[src/rtl/arm_cmd_scheduler_if.sv]
// Purpose: bundles the requester handshake, servo FLAG inputs and setpoint/status outputs of the arm scheduler.
// Latency: wiring only, no storage.
// Backpressure: none; requesters hold REQ level until ACK, servos report FLAG as a level.
interface arm_cmd_scheduler_if;
    logic        NAV_REQ;
    logic        NAV_OP;
    logic        NAV_ACK;
    logic        MAN_REQ;
    logic        MAN_OP;
    logic        MAN_ACK;
    logic        CLAW_FLAG;
    logic        JOINTHIGH_FLAG;
    logic        JOINTLOW_FLAG;
    logic [19:0] CLAW_DESIRED;
    logic [19:0] JOINTHIGH_DESIRED;
    logic [19:0] JOINTLOW_DESIRED;
    logic        BUSY;
    logic        DONE;
    logic        ERROR;
    logic        GRANT_ID;

    // Requesters and servos drive the request/flag side.
    modport master (
        output NAV_REQ, NAV_OP, MAN_REQ, MAN_OP,
        output CLAW_FLAG, JOINTHIGH_FLAG, JOINTLOW_FLAG,
        input  NAV_ACK, MAN_ACK,
        input  CLAW_DESIRED, JOINTHIGH_DESIRED, JOINTLOW_DESIRED,
        input  BUSY, DONE, ERROR, GRANT_ID
    );

    // The scheduler consumes requests/flags and drives grants, setpoints and status.
    modport slave (
        input  NAV_REQ, NAV_OP, MAN_REQ, MAN_OP,
        input  CLAW_FLAG, JOINTHIGH_FLAG, JOINTLOW_FLAG,
        output NAV_ACK, MAN_ACK,
        output CLAW_DESIRED, JOINTHIGH_DESIRED, JOINTLOW_DESIRED,
        output BUSY, DONE, ERROR, GRANT_ID
    );
endinterface

[src/rtl/arm_cmd_scheduler.sv]
// Purpose: round-robin arbiter between NAV and MAN arm requests that sequences pick/drop setpoint steps.
// Latency: grant 1 cycle after REQ in IDLE; each step >= MIN_DWELL+SETTLE_CYCLES+1 cycles; abort after STEP_TIMEOUT.
// Backpressure: REQ is a held level, ignored while BUSY; re-evaluated the cycle after DONE.
module arm_cmd_scheduler #(
    parameter int unsigned CLAW_CLOSE    = 199218,
    parameter int unsigned CLAW_OPEN     = 1,
    parameter int unsigned UPPER_PICKUP  = 31248,
    parameter int unsigned UPPER_DROPOFF = 191394,
    parameter int unsigned LOWER_PICKUP  = 183400,
    parameter int unsigned LOWER_DROPOFF = 113274,
    parameter int unsigned MIN_DWELL     = 512,
    parameter int unsigned SETTLE_CYCLES = 5,
    parameter int unsigned STEP_TIMEOUT  = 200000000
) (
    input  logic                CLK,
    input  logic                RST_N,
    arm_cmd_scheduler_if.slave  bus
);

    typedef enum logic [2:0] {
        ST_IDLE,
        ST_P1,
        ST_P2,
        ST_P3,
        ST_D1,
        ST_D2
    } state_t;

    typedef struct packed {
        logic [19:0] claw;
        logic [19:0] high;
        logic [19:0] low;
    } sp_t;

    localparam logic [19:0] SP_CLAW_CLOSE = 20'(CLAW_CLOSE);
    localparam logic [19:0] SP_CLAW_OPEN  = 20'(CLAW_OPEN);
    localparam logic [19:0] SP_UP_PICK    = 20'(UPPER_PICKUP);
    localparam logic [19:0] SP_UP_DROP    = 20'(UPPER_DROPOFF);
    localparam logic [19:0] SP_LO_PICK    = 20'(LOWER_PICKUP);
    localparam logic [19:0] SP_LO_DROP    = 20'(LOWER_DROPOFF);

    // Stowed arm with claw open: the power-on pose.
    localparam sp_t SP_STOW = {SP_CLAW_OPEN, SP_UP_DROP, SP_LO_DROP};

    localparam logic [9:0]  DWELL_END    = 10'(MIN_DWELL);
    localparam logic [2:0]  SETTLE_END   = 3'(SETTLE_CYCLES);
    // The timer holds the number of completed cycles in the step, so the
    // abort edge is the one closing cycle STEP_TIMEOUT-1.
    localparam logic [27:0] TIMEOUT_LAST = 28'(STEP_TIMEOUT - 1);

    // Setpoint triple owned by each step.
    function automatic sp_t step_setpoints(input state_t s);
        sp_t sp;
        case (s)
            ST_P1:   sp = {SP_CLAW_OPEN,  SP_UP_PICK, SP_LO_PICK};
            ST_P2:   sp = {SP_CLAW_CLOSE, SP_UP_PICK, SP_LO_PICK};
            ST_P3:   sp = {SP_CLAW_CLOSE, SP_UP_DROP, SP_LO_DROP};
            ST_D1:   sp = {SP_CLAW_CLOSE, SP_UP_DROP, SP_LO_DROP};
            ST_D2:   sp = {SP_CLAW_OPEN,  SP_UP_DROP, SP_LO_DROP};
            default: sp = SP_STOW;
        endcase
        return sp;
    endfunction

    // Fixed step order; the last step of each op returns to IDLE.
    function automatic state_t next_step(input state_t s);
        state_t n;
        case (s)
            ST_P1:   n = ST_P2;
            ST_P2:   n = ST_P3;
            ST_D1:   n = ST_D2;
            default: n = ST_IDLE;
        endcase
        return n;
    endfunction

    state_t      state_q, state_d;
    sp_t         sp_q, sp_d;
    logic [9:0]  dwell_q, dwell_d;
    logic [2:0]  settle_q, settle_d;
    logic [27:0] timer_q, timer_d;
    logic        busy_q, busy_d;
    logic        done_q, done_d;
    logic        error_q, error_d;
    logic        nav_ack_q, nav_ack_d;
    logic        man_ack_q, man_ack_d;
    logic        grant_id_q, grant_id_d;
    // 1 = MAN was granted last; reset to 1 so a tie after reset goes to NAV.
    logic        rr_man_last_q, rr_man_last_d;

    logic        all_flags;
    logic        grant;
    logic        pick_man;
    logic        op;
    state_t      entry_state;

    assign all_flags = bus.CLAW_FLAG & bus.JOINTHIGH_FLAG & bus.JOINTLOW_FLAG;

    assign bus.CLAW_DESIRED      = sp_q.claw;
    assign bus.JOINTHIGH_DESIRED = sp_q.high;
    assign bus.JOINTLOW_DESIRED  = sp_q.low;
    assign bus.BUSY              = busy_q;
    assign bus.DONE              = done_q;
    assign bus.ERROR             = error_q;
    assign bus.NAV_ACK           = nav_ack_q;
    assign bus.MAN_ACK           = man_ack_q;
    assign bus.GRANT_ID          = grant_id_q;

    // Next-state: arbitration in IDLE, dwell/settle/timeout bookkeeping inside a step.
    always_comb begin
        state_d       = state_q;
        sp_d          = sp_q;
        dwell_d       = dwell_q;
        settle_d      = settle_q;
        timer_d       = timer_q;
        busy_d        = busy_q;
        done_d        = 1'b0;
        error_d       = error_q;
        nav_ack_d     = 1'b0;
        man_ack_d     = 1'b0;
        grant_id_d    = grant_id_q;
        rr_man_last_d = rr_man_last_q;
        grant         = 1'b0;
        pick_man      = 1'b0;
        op            = 1'b0;
        entry_state   = ST_IDLE;

        case (state_q)
            ST_IDLE: begin
                if (bus.NAV_REQ && (!bus.MAN_REQ || rr_man_last_q)) begin
                    grant    = 1'b1;
                    pick_man = 1'b0;
                end else if (bus.MAN_REQ) begin
                    grant    = 1'b1;
                    pick_man = 1'b1;
                end

                if (grant) begin
                    op            = pick_man ? bus.MAN_OP : bus.NAV_OP;
                    entry_state   = op ? ST_D1 : ST_P1;
                    state_d       = entry_state;
                    sp_d          = step_setpoints(entry_state);
                    dwell_d       = '0;
                    settle_d      = '0;
                    timer_d       = '0;
                    busy_d        = 1'b1;
                    error_d       = 1'b0;
                    nav_ack_d     = !pick_man;
                    man_ack_d     = pick_man;
                    grant_id_d    = pick_man;
                    rr_man_last_d = pick_man;
                end
            end

            default: begin
                // Settle completion is checked first so it wins over a
                // timeout landing on the same edge.
                if (settle_q == SETTLE_END) begin
                    entry_state = next_step(state_q);
                    state_d     = entry_state;
                    dwell_d     = '0;
                    settle_d    = '0;
                    timer_d     = '0;
                    if (entry_state == ST_IDLE) begin
                        busy_d = 1'b0;
                        done_d = 1'b1;
                    end else begin
                        sp_d = step_setpoints(entry_state);
                    end
                end else if (timer_q == TIMEOUT_LAST) begin
                    // Abort leaves setpoints where they are.
                    state_d  = ST_IDLE;
                    dwell_d  = '0;
                    settle_d = '0;
                    timer_d  = '0;
                    busy_d   = 1'b0;
                    done_d   = 1'b1;
                    error_d  = 1'b1;
                end else begin
                    timer_d = timer_q + 28'd1;
                    if (dwell_q != DWELL_END) begin
                        dwell_d = dwell_q + 10'd1;
                    end else if (all_flags) begin
                        settle_d = settle_q + 3'd1;
                    end else begin
                        settle_d = '0;
                    end
                end
            end
        endcase
    end

    // State, counters and registered outputs; reset restores the stowed pose.
    always_ff @(posedge CLK or negedge RST_N) begin
        if (!RST_N) begin
            state_q       <= ST_IDLE;
            sp_q          <= SP_STOW;
            dwell_q       <= '0;
            settle_q      <= '0;
            timer_q       <= '0;
            busy_q        <= 1'b0;
            done_q        <= 1'b0;
            error_q       <= 1'b0;
            nav_ack_q     <= 1'b0;
            man_ack_q     <= 1'b0;
            grant_id_q    <= 1'b0;
            rr_man_last_q <= 1'b1;
        end else begin
            state_q       <= state_d;
            sp_q          <= sp_d;
            dwell_q       <= dwell_d;
            settle_q      <= settle_d;
            timer_q       <= timer_d;
            busy_q        <= busy_d;
            done_q        <= done_d;
            error_q       <= error_d;
            nav_ack_q     <= nav_ack_d;
            man_ack_q     <= man_ack_d;
            grant_id_q    <= grant_id_d;
            rr_man_last_q <= rr_man_last_d;
        end
    end

endmodule

[src/flat_wrapper.sv]
// flat-port wrapper written by rule: the top's interface ports become plain ports
module arm_cmd_scheduler_flat 
#(
    parameter int unsigned CLAW_CLOSE    = 199218,
    parameter int unsigned CLAW_OPEN     = 1,
    parameter int unsigned UPPER_PICKUP  = 31248,
    parameter int unsigned UPPER_DROPOFF = 191394,
    parameter int unsigned LOWER_PICKUP  = 183400,
    parameter int unsigned LOWER_DROPOFF = 113274,
    parameter int unsigned MIN_DWELL     = 512,
    parameter int unsigned SETTLE_CYCLES = 5,
    parameter int unsigned STEP_TIMEOUT  = 200000000
)
  (CLK, RST_N, bus_NAV_REQ, bus_NAV_OP, bus_MAN_REQ, bus_MAN_OP, bus_CLAW_FLAG, bus_JOINTHIGH_FLAG, bus_JOINTLOW_FLAG, bus_NAV_ACK, bus_MAN_ACK, bus_CLAW_DESIRED, bus_JOINTHIGH_DESIRED, bus_JOINTLOW_DESIRED, bus_BUSY, bus_DONE, bus_ERROR, bus_GRANT_ID);
  arm_cmd_scheduler_if bus_i ();
  input  logic CLK;
  input  logic RST_N;
  input wire logic [$bits(bus_i.NAV_REQ)-1:0] bus_NAV_REQ;
  input wire logic [$bits(bus_i.NAV_OP)-1:0] bus_NAV_OP;
  input wire logic [$bits(bus_i.MAN_REQ)-1:0] bus_MAN_REQ;
  input wire logic [$bits(bus_i.MAN_OP)-1:0] bus_MAN_OP;
  input wire logic [$bits(bus_i.CLAW_FLAG)-1:0] bus_CLAW_FLAG;
  input wire logic [$bits(bus_i.JOINTHIGH_FLAG)-1:0] bus_JOINTHIGH_FLAG;
  input wire logic [$bits(bus_i.JOINTLOW_FLAG)-1:0] bus_JOINTLOW_FLAG;
  output wire logic [$bits(bus_i.NAV_ACK)-1:0] bus_NAV_ACK;
  output wire logic [$bits(bus_i.MAN_ACK)-1:0] bus_MAN_ACK;
  output wire logic [$bits(bus_i.CLAW_DESIRED)-1:0] bus_CLAW_DESIRED;
  output wire logic [$bits(bus_i.JOINTHIGH_DESIRED)-1:0] bus_JOINTHIGH_DESIRED;
  output wire logic [$bits(bus_i.JOINTLOW_DESIRED)-1:0] bus_JOINTLOW_DESIRED;
  output wire logic [$bits(bus_i.BUSY)-1:0] bus_BUSY;
  output wire logic [$bits(bus_i.DONE)-1:0] bus_DONE;
  output wire logic [$bits(bus_i.ERROR)-1:0] bus_ERROR;
  output wire logic [$bits(bus_i.GRANT_ID)-1:0] bus_GRANT_ID;
  assign bus_i.NAV_REQ = bus_NAV_REQ;
  assign bus_i.NAV_OP = bus_NAV_OP;
  assign bus_i.MAN_REQ = bus_MAN_REQ;
  assign bus_i.MAN_OP = bus_MAN_OP;
  assign bus_i.CLAW_FLAG = bus_CLAW_FLAG;
  assign bus_i.JOINTHIGH_FLAG = bus_JOINTHIGH_FLAG;
  assign bus_i.JOINTLOW_FLAG = bus_JOINTLOW_FLAG;
  assign bus_NAV_ACK = bus_i.NAV_ACK;
  assign bus_MAN_ACK = bus_i.MAN_ACK;
  assign bus_CLAW_DESIRED = bus_i.CLAW_DESIRED;
  assign bus_JOINTHIGH_DESIRED = bus_i.JOINTHIGH_DESIRED;
  assign bus_JOINTLOW_DESIRED = bus_i.JOINTLOW_DESIRED;
  assign bus_BUSY = bus_i.BUSY;
  assign bus_DONE = bus_i.DONE;
  assign bus_ERROR = bus_i.ERROR;
  assign bus_GRANT_ID = bus_i.GRANT_ID;
  arm_cmd_scheduler #(.CLAW_CLOSE(CLAW_CLOSE), .CLAW_OPEN(CLAW_OPEN), .UPPER_PICKUP(UPPER_PICKUP), .UPPER_DROPOFF(UPPER_DROPOFF), .LOWER_PICKUP(LOWER_PICKUP), .LOWER_DROPOFF(LOWER_DROPOFF), .MIN_DWELL(MIN_DWELL), .SETTLE_CYCLES(SETTLE_CYCLES), .STEP_TIMEOUT(STEP_TIMEOUT)) u_core (.CLK(CLK), .RST_N(RST_N), .bus(bus_i));
endmodule
[config.mk]
export PLATFORM = sky130hd
export DESIGN_NAME = arm_cmd_scheduler_flat
export DESIGN_NICKNAME = d
export VERILOG_FILES = /design/src/rtl/arm_cmd_scheduler_if.sv /design/src/rtl/arm_cmd_scheduler.sv /design/src/flat_wrapper.sv
export SDC_FILE = /design/constraint.sdc
export NUM_CORES = 1
export LEC_CHECK = 0
export CAP_MARGIN = 5
export CORE_MARGIN = 2
export CORE_UTILIZATION = 54
export DETAILED_ROUTE_END_ITERATION = 8
export PLACE_DENSITY = 0.85
export SETUP_SLACK_MARGIN = 0.4
export SYNTH_ARGS = -nofsm -noshare
export SYNTH_HDL_FRONTEND = slang
export SYNTH_SLANG_ARGS = --single-unit
[constraint.sdc]
create_clock -name CLK -period 4.9 [get_ports CLK]
set_clock_uncertainty 0.2 [all_clocks]
set_input_delay 0.49 -clock CLK [delete_from_list [all_inputs] [get_ports CLK]]
set_output_delay 0.49 -clock CLK [all_outputs]
set_load 0.02 [all_outputs]
Word level (Yosys, flattened, before mapping):

Cells that the tools add are included.

* bitwise logic cells: 2
* add/sub/neg operators: 3
* multiplexer cells: 52
* eq/ne operators: 19
* reductions and logical operators: 19

Operators by type and width (count)
* $pmux W58 S3: 2
* $mux W60: 4
* $mux W28: 4
* $mux W10: 5
* $mux W3: 13
* $add A28 B1 Y28 const B: 1
* $eq A28 B28 Y1 const B: 1
* $mux W1: 23
* $eq A3 B2 Y1 const B: 5
* $eq A3 B3 Y1 const B: 4
* $add A10 B1 Y10 const B: 1
* $ne A10 B10 Y1 const B: 1
* $eq A3 B1 Y1 const B: 3
* $pmux W3 S3: 1
* $reduce_and A3 Y1: 3
* $reduce_and A2 Y1: 4
* $logic_not A3 Y1: 2
* $ne A2 B2 Y1 const B: 2
* $ne A4 B2 Y1 const B: 1
* $reduce_bool A2 Y1: 2
* $reduce_bool A4 Y1: 1
* $reduce_or A2 Y1: 2
* $add A3 B1 Y3 const B: 1
* $ne A3 B3 Y1 const B: 1
* 6 further kinds: 8

* register bits after elaboration: 111
* output and inout bits: 66
* bits of input ports: 9
* logic and storage cells: 109

Depth between registers and ports, before layout:

Gate-level depths: netlist of run 1.

* depth in word-level cells: 12
* gate-level depth with buffers: 7
* gate-level depth less buffers: 7

Worst setup path after synthesis of run 1:

No wires, ideal clock.

* kind: reg-to-reg
* from: register u_core.state_q[0]
* to: register u_core.sp_q, in the netlist u_core.bus.CLAW_DESIRED[16]
* setup slack: 2.887 ns
* setup time: 0.065 ns
* required time: 4.635 ns
* clock period less this slack: 2.013 ns
* stages on the path, launching flop included: 8
* arrival time: 1.748 ns
* buffers on the path: 2
* path through: dfrtp_1 > buf_2 > or3_1 > clkbuf_1 > o21ai_1 > nand2_1 > a2111oi_1 > a21o_1

* longest elaborated chain between the ends: 10
* elaborated cells on any way between the ends: 21
* classes of those cells: eq/ne (9); mux (7); reduce/logical (5)

Ends and longest elaborated chain
* from (decl): line arm_cmd_scheduler.sv:77 `state_t state_q, state_d;`
* from (signal assigned): line arm_cmd_scheduler.sv:209 `state_q <= state_d;`
* $eq A3 B3 Y1, or another cell as far along: line arm_cmd_scheduler.sv:68 `case (s)`
* $pmux W3 S3: line arm_cmd_scheduler.sv:68
* $mux W3: line arm_cmd_scheduler.sv:158 `if (settle_q == SETTLE_END) begin`
* $mux W3: line arm_cmd_scheduler.sv:128 `case (state_q)`
* $eq A3 B2 Y1 / $eq A3 B3 Y1 (equally long branches): line arm_cmd_scheduler.sv:54 `case (s)`
* $reduce_or A2 Y1 (no source line)
* $pmux W58 S3: line arm_cmd_scheduler.sv:54
* $mux W60: line arm_cmd_scheduler.sv:164 `if (entry_state == ST_IDLE) begin`
* $mux W60: line arm_cmd_scheduler.sv:158
* $mux W60: line arm_cmd_scheduler.sv:128
* to (signal assigned): line arm_cmd_scheduler.sv:210 `sp_q <= sp_d;`
* to (decl): line arm_cmd_scheduler.sv:78 `sp_t sp_q, sp_d;`

Several ways; a longest one is shown, not always the timed one. The select of a mux whose other input is x is not followed.
A chain may end at the register's enable or synchronous reset.

Worst setup path in the final report of run 1:

* from: register u_core.timer_q[0]
* to: register u_core.dwell_q[7]

* longest elaborated chain between the ends: 4
* elaborated cells on any way between the ends: 6
* classes of those cells: eq/ne (1); mux (3); reduce/logical (2)

Ends and longest elaborated chain
* from (decl): line arm_cmd_scheduler.sv:81 `logic [27:0] timer_q, timer_d;`
* from (signal assigned): line arm_cmd_scheduler.sv:213 `timer_q <= timer_d;`
* $eq A28 B28 Y1 *: line arm_cmd_scheduler.sv:170 `end else if (timer_q == TIMEOUT_LAST) begin`
* $mux W10: line arm_cmd_scheduler.sv:170
* $mux W10: line arm_cmd_scheduler.sv:158
* $mux W10: line arm_cmd_scheduler.sv:128
* to (signal assigned): line arm_cmd_scheduler.sv:211 `dwell_q <= dwell_d;`
* to (decl): line arm_cmd_scheduler.sv:79 `logic [9:0] dwell_q, dwell_d;`

Every way passes the cells marked *; elsewhere a longest branch is shown, timed or not.

==> results of run 1 <==
-- layout by cell type, fill, tap and decap left out, drive strengths merged, types with 10 or more instances in the layout --
cell type      instances
dfrtp                 52
o21ai                 11
and3                  11
nor2                  41
conb                  35
clkdlybuf4s50         38
xnor2                 16
nand3                 12
nand2                 26
xor2                  17
inv                   10
-- state kept, by name, indices dropped and copies added (netlist names) --
register / cells
u_core.settle_q: 3
u_core.dwell_q: 10
u_core.timer_q: 28
u_core.bus.DONE: 1
u_core.bus.JOINTHIGH_DESIRED: 2
u_core.bus.CLAW_DESIRED: 2
u_core.bus.MAN_ACK: 1
u_core.bus.GRANT_ID: 1
u_core.bus.NAV_ACK: 1
u_core.state_q: 3
u_core.bus.BUSY: 1
u_core.rr_man_last_q: 1
u_core.bus.ERROR: 1
-- stage by stage --
| stage | setup slack [ns] | instance area, um2 | cells |
|---|---|---|---|
| after floorplan | 2.89 | 3370 | 380 |
| after global placement | 2.31 | 3400 | 431 |
| after detailed placement | 2.20 | 3400 | 431 |
| after CTS | 2.22 | 3540 | 439 |
| after global routing | 2.07 | 3540 | 439 |
| final | 2.19 | 3540 | 439 |
-- layer usage --
metal,vias to the layer above,share of wire,track usage
met3,6,0.036,0.0352
met2,57,0.51,0.337
li1,1121,-,-
met5,-,0,0
met4,0,0.012,0.0678
met1,1128,0.44,0.232
-- critical path, delay by kind of cell, from the launching register on --
family          cells  cell delay (ns)
buf+inv             2             0.46
simple gates        3             0.72
compound gates      1             0.60
fa+ha+maj           1             0.18
flops               1             0.41
-- logic make-up (layout without fill, tap and decap cells) --
family | after synthesis | after routing | synth area share
flops | 55 | 55 | 0.425
buf+inv | 75 | 59 | 0.154
xor+xnor | 33 | 33 | 0.0890
compound gates | 43 | 43 | 0.0879
other cells | 2 | 35 | 0.00231
simple gates | 131 | 131 | 0.213
mux | 2 | 2 | 0.00655
fa+ha+maj | 6 | 6 | 0.0224
-- how the worst max path moves through the flow --
stage,slack (ns),endpoint,start
floorplan,2.89,u_core.bus.CLAW_DESIRED[16],u_core.state_q[0]
global placement,2.31,u_core.dwell_q[2],u_core.timer_q[0]
detailed placement,2.20,u_core.timer_q[25],bus_MAN_REQ
CTS,2.22,u_core.dwell_q[7],u_core.timer_q[0]
global route,2.07,u_core.dwell_q[9],u_core.timer_q[1]
finish,2.19,u_core.dwell_q[7],u_core.timer_q[0]
-- power by group --
part	leakage (nW)	total [W]	switching, W	internal [W]
Combinational	0.865	0.0000902	0.0000579	0.0000323
Sequential	0.711	0.000526	0.0000423	0.000484
Clock	0.0654	0.000355	0.000150	0.000204
-- cell type report --
type,count,share of cell area
multi-input combinational,250,0.422
inverter,10,0.0106
clock inverter,2,0.0170
tap,75,0.0265
sequential,55,0.390
timing repair buffer,41,0.113
clock buffer,6,0.0205
==> impl_metrics.csv, run 1 <==
group,metric,value,unit
worst_setup_path,regToRegEndpoint,"u_core.dwell_q[7]",
placed_design,io_buffers,39,
synth,mappedNetlistArea,3250,um2
synth,synthTopCellsByCount,"buf_4, dfrtp_1, nor2_1, nand2_1, xor2_1",
worst_setup_path,r2r_cells,7,
drt,vias_per_cell,5.27,
drt,drt_iter0_drc,190,
clocking,cts_buffers,5,
global_route,grt_pass1_wl,9990,um
worst_setup_path,r2r_slack,2.19,ns
power_and_ir_drop,p_total,0.000971,W
floorplanning,dieArea,6650,um2
final_layout,seqCellArea,1380,um2
floorplanning,start_util,0.555,
floorplanning,die_w,81.5,um
final_layout,areaGrowthSynthToFinish,8.90,%
worst_setup_path,crit_path_max_fanout,25,
worst_setup_path,critPathKind,"reg2reg",
clocking,cts.sinks,55,
synth,yosysWarnings,0,
drt,vias,2312,
synth,ys_seq_elements,55,
synth,synth_area_leaders,"dfrtp_1, buf_4, nor2_1",
status,status,"complete, no violations",
worst_setup_path,cp-end-kind,"register",
timing,fmax,0.369,GHz
final_layout,multi_input_area,1490,um2
synth,synthArstFlopShare,1.00,
floorplanning,coreArea,5850,um2
placed_design,place_hpwl,4220,um
worst_setup_path,critical_path.cell_chain,"ha_1 > inv_1 > nor4_1 > nand3_1 > a21oi_2 > buf_4 > nor2_1",
synth,synthCells,347,
drt,firstDrtPassIters,4,
final_layout,final_core_util,0.604,
floorplanning,num_rows,28,
global_route,grt_max_degree,56,
final_layout,drive_gt1_frac,0.0632,
global_route,antenna_found_initial,0,
timing,hold_viol,0,
power_and_ir_drop,cellLeakagePower,1.64,nW
worst_setup_path,reg2reg_from,"u_core.timer_q[0]",
worst_setup_path,start_kind,"register",
clocking,h-tree-depth,2,
clocking,insertion_delay,0.32,ns
synth,synth.distinct_cells,52,
global_route,grt.overflow.total,0,
timing,rsz0062_at_grt,"no",
drt,remaining_drc_errors,0,
synth,synth_edf_count,0,
synth,synth_top_area_cell,"dfrtp_1",
placed_design,finalWeightedCongestion,0.813,
worst_setup_path,max_stage_delay,0.60,ns
global_route,grt_pass1_vias,2209,
clocking,post_cts_resized,0,
final_layout,final_nets,377,
synth,synth.avg_cell_area,9.36,um2
clocking,clockBufferDepth,2,
clocking,post-cts-setup-buffers,0,
timing,setup_viol,0,
worst_setup_path,critPathRequiredTime,4.89,ns
hold_path,hp-class,"in2async",
drt,antenna_left,0,
timing,finalCritPeriodShare,0.553,
drt,drt_wl_total,6080,um
final_layout,fillers,462,
clocking,ctsHoldBuffers,0,
clocking,clk_pin_slew,0.11,ns
timing,whs,0.0990,ns
timing,tightest_slew,0.689,ns
synth,synth_top_cell_area_share,0.401,
floorplanning,fp.dieH,81.5,um
clocking,cts_tree,"built",
timing,slew_headroom,0.541,
global_route,track_usage,0.191,
timing,slew_violations,0,
synth,yosysMostFrequentCell,"buf_4",
synth,synth_flop_cell,"dfrtp_1",
worst_setup_path,crit_slowest_cell,"a21oi_2",
timing,tns,0,ns
drt,wl_per_cell,13.8,um
power_and_ir_drop,p_per_area,275,nW/um2
job,cap_violations,0,
clocking,cts-root-buf,"clkbuf_8",
final_layout,n_antenna_cell,0,
worst_setup_path,worstPathArrival,2.70,ns
timing,min_period,2.71,ns
power_and_ir_drop,vdd_drop_max,0.204,mV
floorplanning,io_pins,75,
synth,ys_seq_area_frac,0.425,
No activity file was read; power rests on OpenSTA's default activity.
==> run 2, diff against run 1 <==
CORE_UTILIZATION = 50   (was 54)
PLACE_DENSITY = 0.8   (was 0.85)
clock period = 2.8 ns   (was 4.9 ns; I/O delays follow)
==> run 2 against run 1 <==
Total power up 53%. Register-to-register slack worse by 1.6 ns. Routed wire length decreased by 3.8%. Setup slack lost 1.6 ns. Non-clock buffer count is 5 higher. Combinational power increased by 72%. Die area rose by 7.6%. Sequential cell count did not move. Sequential share of layout area is essentially flat. Critical endpoint is now u_core.bus.CLAW_DESIRED[16].
==> impl_metrics.csv, run 2 (synthesized netlist as in run 1, its figures left out) <==
group,metric,value,unit
status,status,"complete, no violations",
worst_setup_path,critical_path.cell_chain,"or3_1 > o21ai_1 > nand2_1 > a2111oi_1 > a21o_1",
power_and_ir_drop,p_sw,0.000405,W
drt,vias,2293,
drt,firstDrtPassIters,4,
timing,tns,0,ns
timing,finalCritPeriodShare,0.805,
drt,drt_iter0_drc,89,
final_layout,seqCellArea,1380,um2
power_and_ir_drop,p_total,0.00149,W
final_layout,top_regs,"u_core.timer_q (28), u_core.dwell_q (10)",
worst_setup_path,r2r_slack,0.55,ns
final_layout,final_nets,382,
final_layout,drive_gt1_frac,0.0759,
clocking,insertion_delay,0.29,ns
job,cap_violations,0,
worst_setup_path,r2r_cells,5,
placed_design,place_inst,437,
worst_setup_path,crit_start,"u_core.state_q[1]",
hold_path,hp-class,"in2async",
global_route,track_usage,0.171,
timing,tightest_slew,0.663,ns
final_layout,largest_reg_flops,28,
worst_setup_path,crit_path_max_fanout,11,
timing,slew_headroom,0.555,
power_and_ir_drop,switching_share,0.272,
worst_setup_path,worstPathArrival,2.29,ns
clocking,clockBufferDepth,2,
worst_setup_path,cp-end-kind,"register",
power_and_ir_drop,cellLeakagePower,1.64,nW
drt,antenna_left,0,
timing,rsz0062_at_grt,"no",
clocking,cts-root-buf,"clkbuf_8",
clocking,h-tree-depth,2,
global_route,antenna_found_initial,0,
final_layout,areaGrowthSynthToFinish,9.02,%
worst_setup_path,critPathKind,"reg2reg",
worst_setup_path,start_kind,"register",
final_layout,finalNonFillerCells,446,
global_route,grt_max_degree,29,
final_layout,mostFrequentLayoutCell,"dfrtp_1",
placed_design,place_hpwl,4400,um
worst_setup_path,worstSetupEndpoint,"u_core.bus.CLAW_DESIRED[16]",
power_and_ir_drop,power_frac_clock,0.279,
global_route,grt_pass1_vias,2109,
floorplanning,io_pins,75,
floorplanning,num_rows,29,
clocking,clk_pin_slew,0.09,ns
timing,setup_viol,0,
placed_design,io_buffers,39,
final_layout,multi_input_area,1510,um2
power_and_ir_drop,seqPwrFrac,0.617,
drt,wl_per_cell,13.1,um
floorplanning,coreArea,6310,um2
final_layout,final_cell_mix,"dfrtp_1, nor2_1, clkdlybuf4s50_1",
power_and_ir_drop,internal_power,0.00108,W
final_layout,regMostFlops,"u_core.timer_q",
power_and_ir_drop,power_frac_comb,0.104,
worst_setup_path,regToRegEndpoint,"u_core.bus.CLAW_DESIRED[16]",
drt,drt_wl_total,5850,um
global_route,grt_pass1_wl,10100,um
floorplanning,fp.dieH,84.6,um
final_layout,n_antenna_cell,0,
placed_design,finalWeightedCongestion,0.813,
timing,hold_viol,0,
clocking,cts_tree,"built",
power_and_ir_drop,p_per_area,421,nW/um2
clocking,cts.sinks,55,
clocking,cts_buffers,5,
drt,vias_per_cell,5.14,
worst_setup_path,critPathRequiredTime,2.83,ns
power_and_ir_drop,vdd_drop_max,0.397,mV
floorplanning,dieArea,7150,um2
final_layout,fillers,563,
worst_setup_path,reg2reg_from,"u_core.state_q[1]",
worst_setup_path,crit_slowest_cell,"or3_1",
global_route,grt.overflow.total,0,
drt,remaining_drc_errors,0,
floorplanning,start_util,0.514,
timing,fmax,0.444,GHz
worst_setup_path,max_stage_delay,0.55,ns
floorplanning,die_w,84.6,um
timing,slew_violations,0,
timing,min_period,2.25,ns
-- run 2: power groups by stage --
stage,clock (W),combinational (W),sequential (W)
2_1_floorplan,0,0.000153,0.000919
5_1_grt,0.000459,0.000173,0.000932
6_report,0.000415,0.000155,0.000918
3_3_place_gp,0,0.000149,0.000931
3_5_place_dp,0,0.000155,0.000935
4_1_cts,0.000426,0.000156,0.000920
-- run 2: metrics by stage --
step	instance area (um2)	setup WS, ns	hold slack, ns	utilization
floorplan	3370	0.787	-0.216	-
global placement	3440	0.527	0.0362	0.544
detailed placement	3440	0.486	0.0431	0.544
CTS	3530	0.500	0.256	0.558
global route	3540	0.429	0.275	0.561
finish	3540	0.545	0.243	0.561
-- run 2: per-layer routing --
layer	vias to the layer above	track usage	share of wire
li1	1131	-	-
met1	1112	0.240	0.45
met2	48	0.281	0.51
met3	2	0.0334	0.035
met4	0	0.0260	0.0036
met5	-	0	0
-- run 2: critical path, delay by kind of cell, from the launching register on --
family | cells | cell delay (ns)
flops | 1 | 0.52
simple gates | 2 | 0.71
compound gates | 3 | 0.77
-- run 2: worst min-delay path by stage --
stage,cells past startpoint,startpoint,slack [ns],end
5_1_grt,2,RST_N,0.28,u_core.timer_q[4]
3_3_place_gp,1,RST_N,0.04,u_core.timer_q[6]
3_5_place_dp,1,RST_N,0.04,u_core.timer_q[6]
6_report,2,RST_N,0.24,u_core.timer_q[6]
4_1_cts,2,RST_N,0.26,u_core.timer_q[6]
2_1_floorplan,0,RST_N,-0.22,u_core.bus.BUSY
-- run 2: area by class of cell --
type / count / share of cell area
multi-input cells: 250 / 0.425
flip-flops and latches: 55 / 0.390
repair buffers: 46 / 0.124
well taps: 77 / 0.0272
clock buffers: 8 / 0.0226
inverters: 10 / 0.0106
-- run 2: what timing repair did --
item / 4_1_cts / 5_1_grt
hold endpoints to repair: 18 / 0
hold buffers: 1 / 0
resized for setup: 0 / 3
setup buffers: 0 / 0
endpoints found under the setup margin: 0 / 33
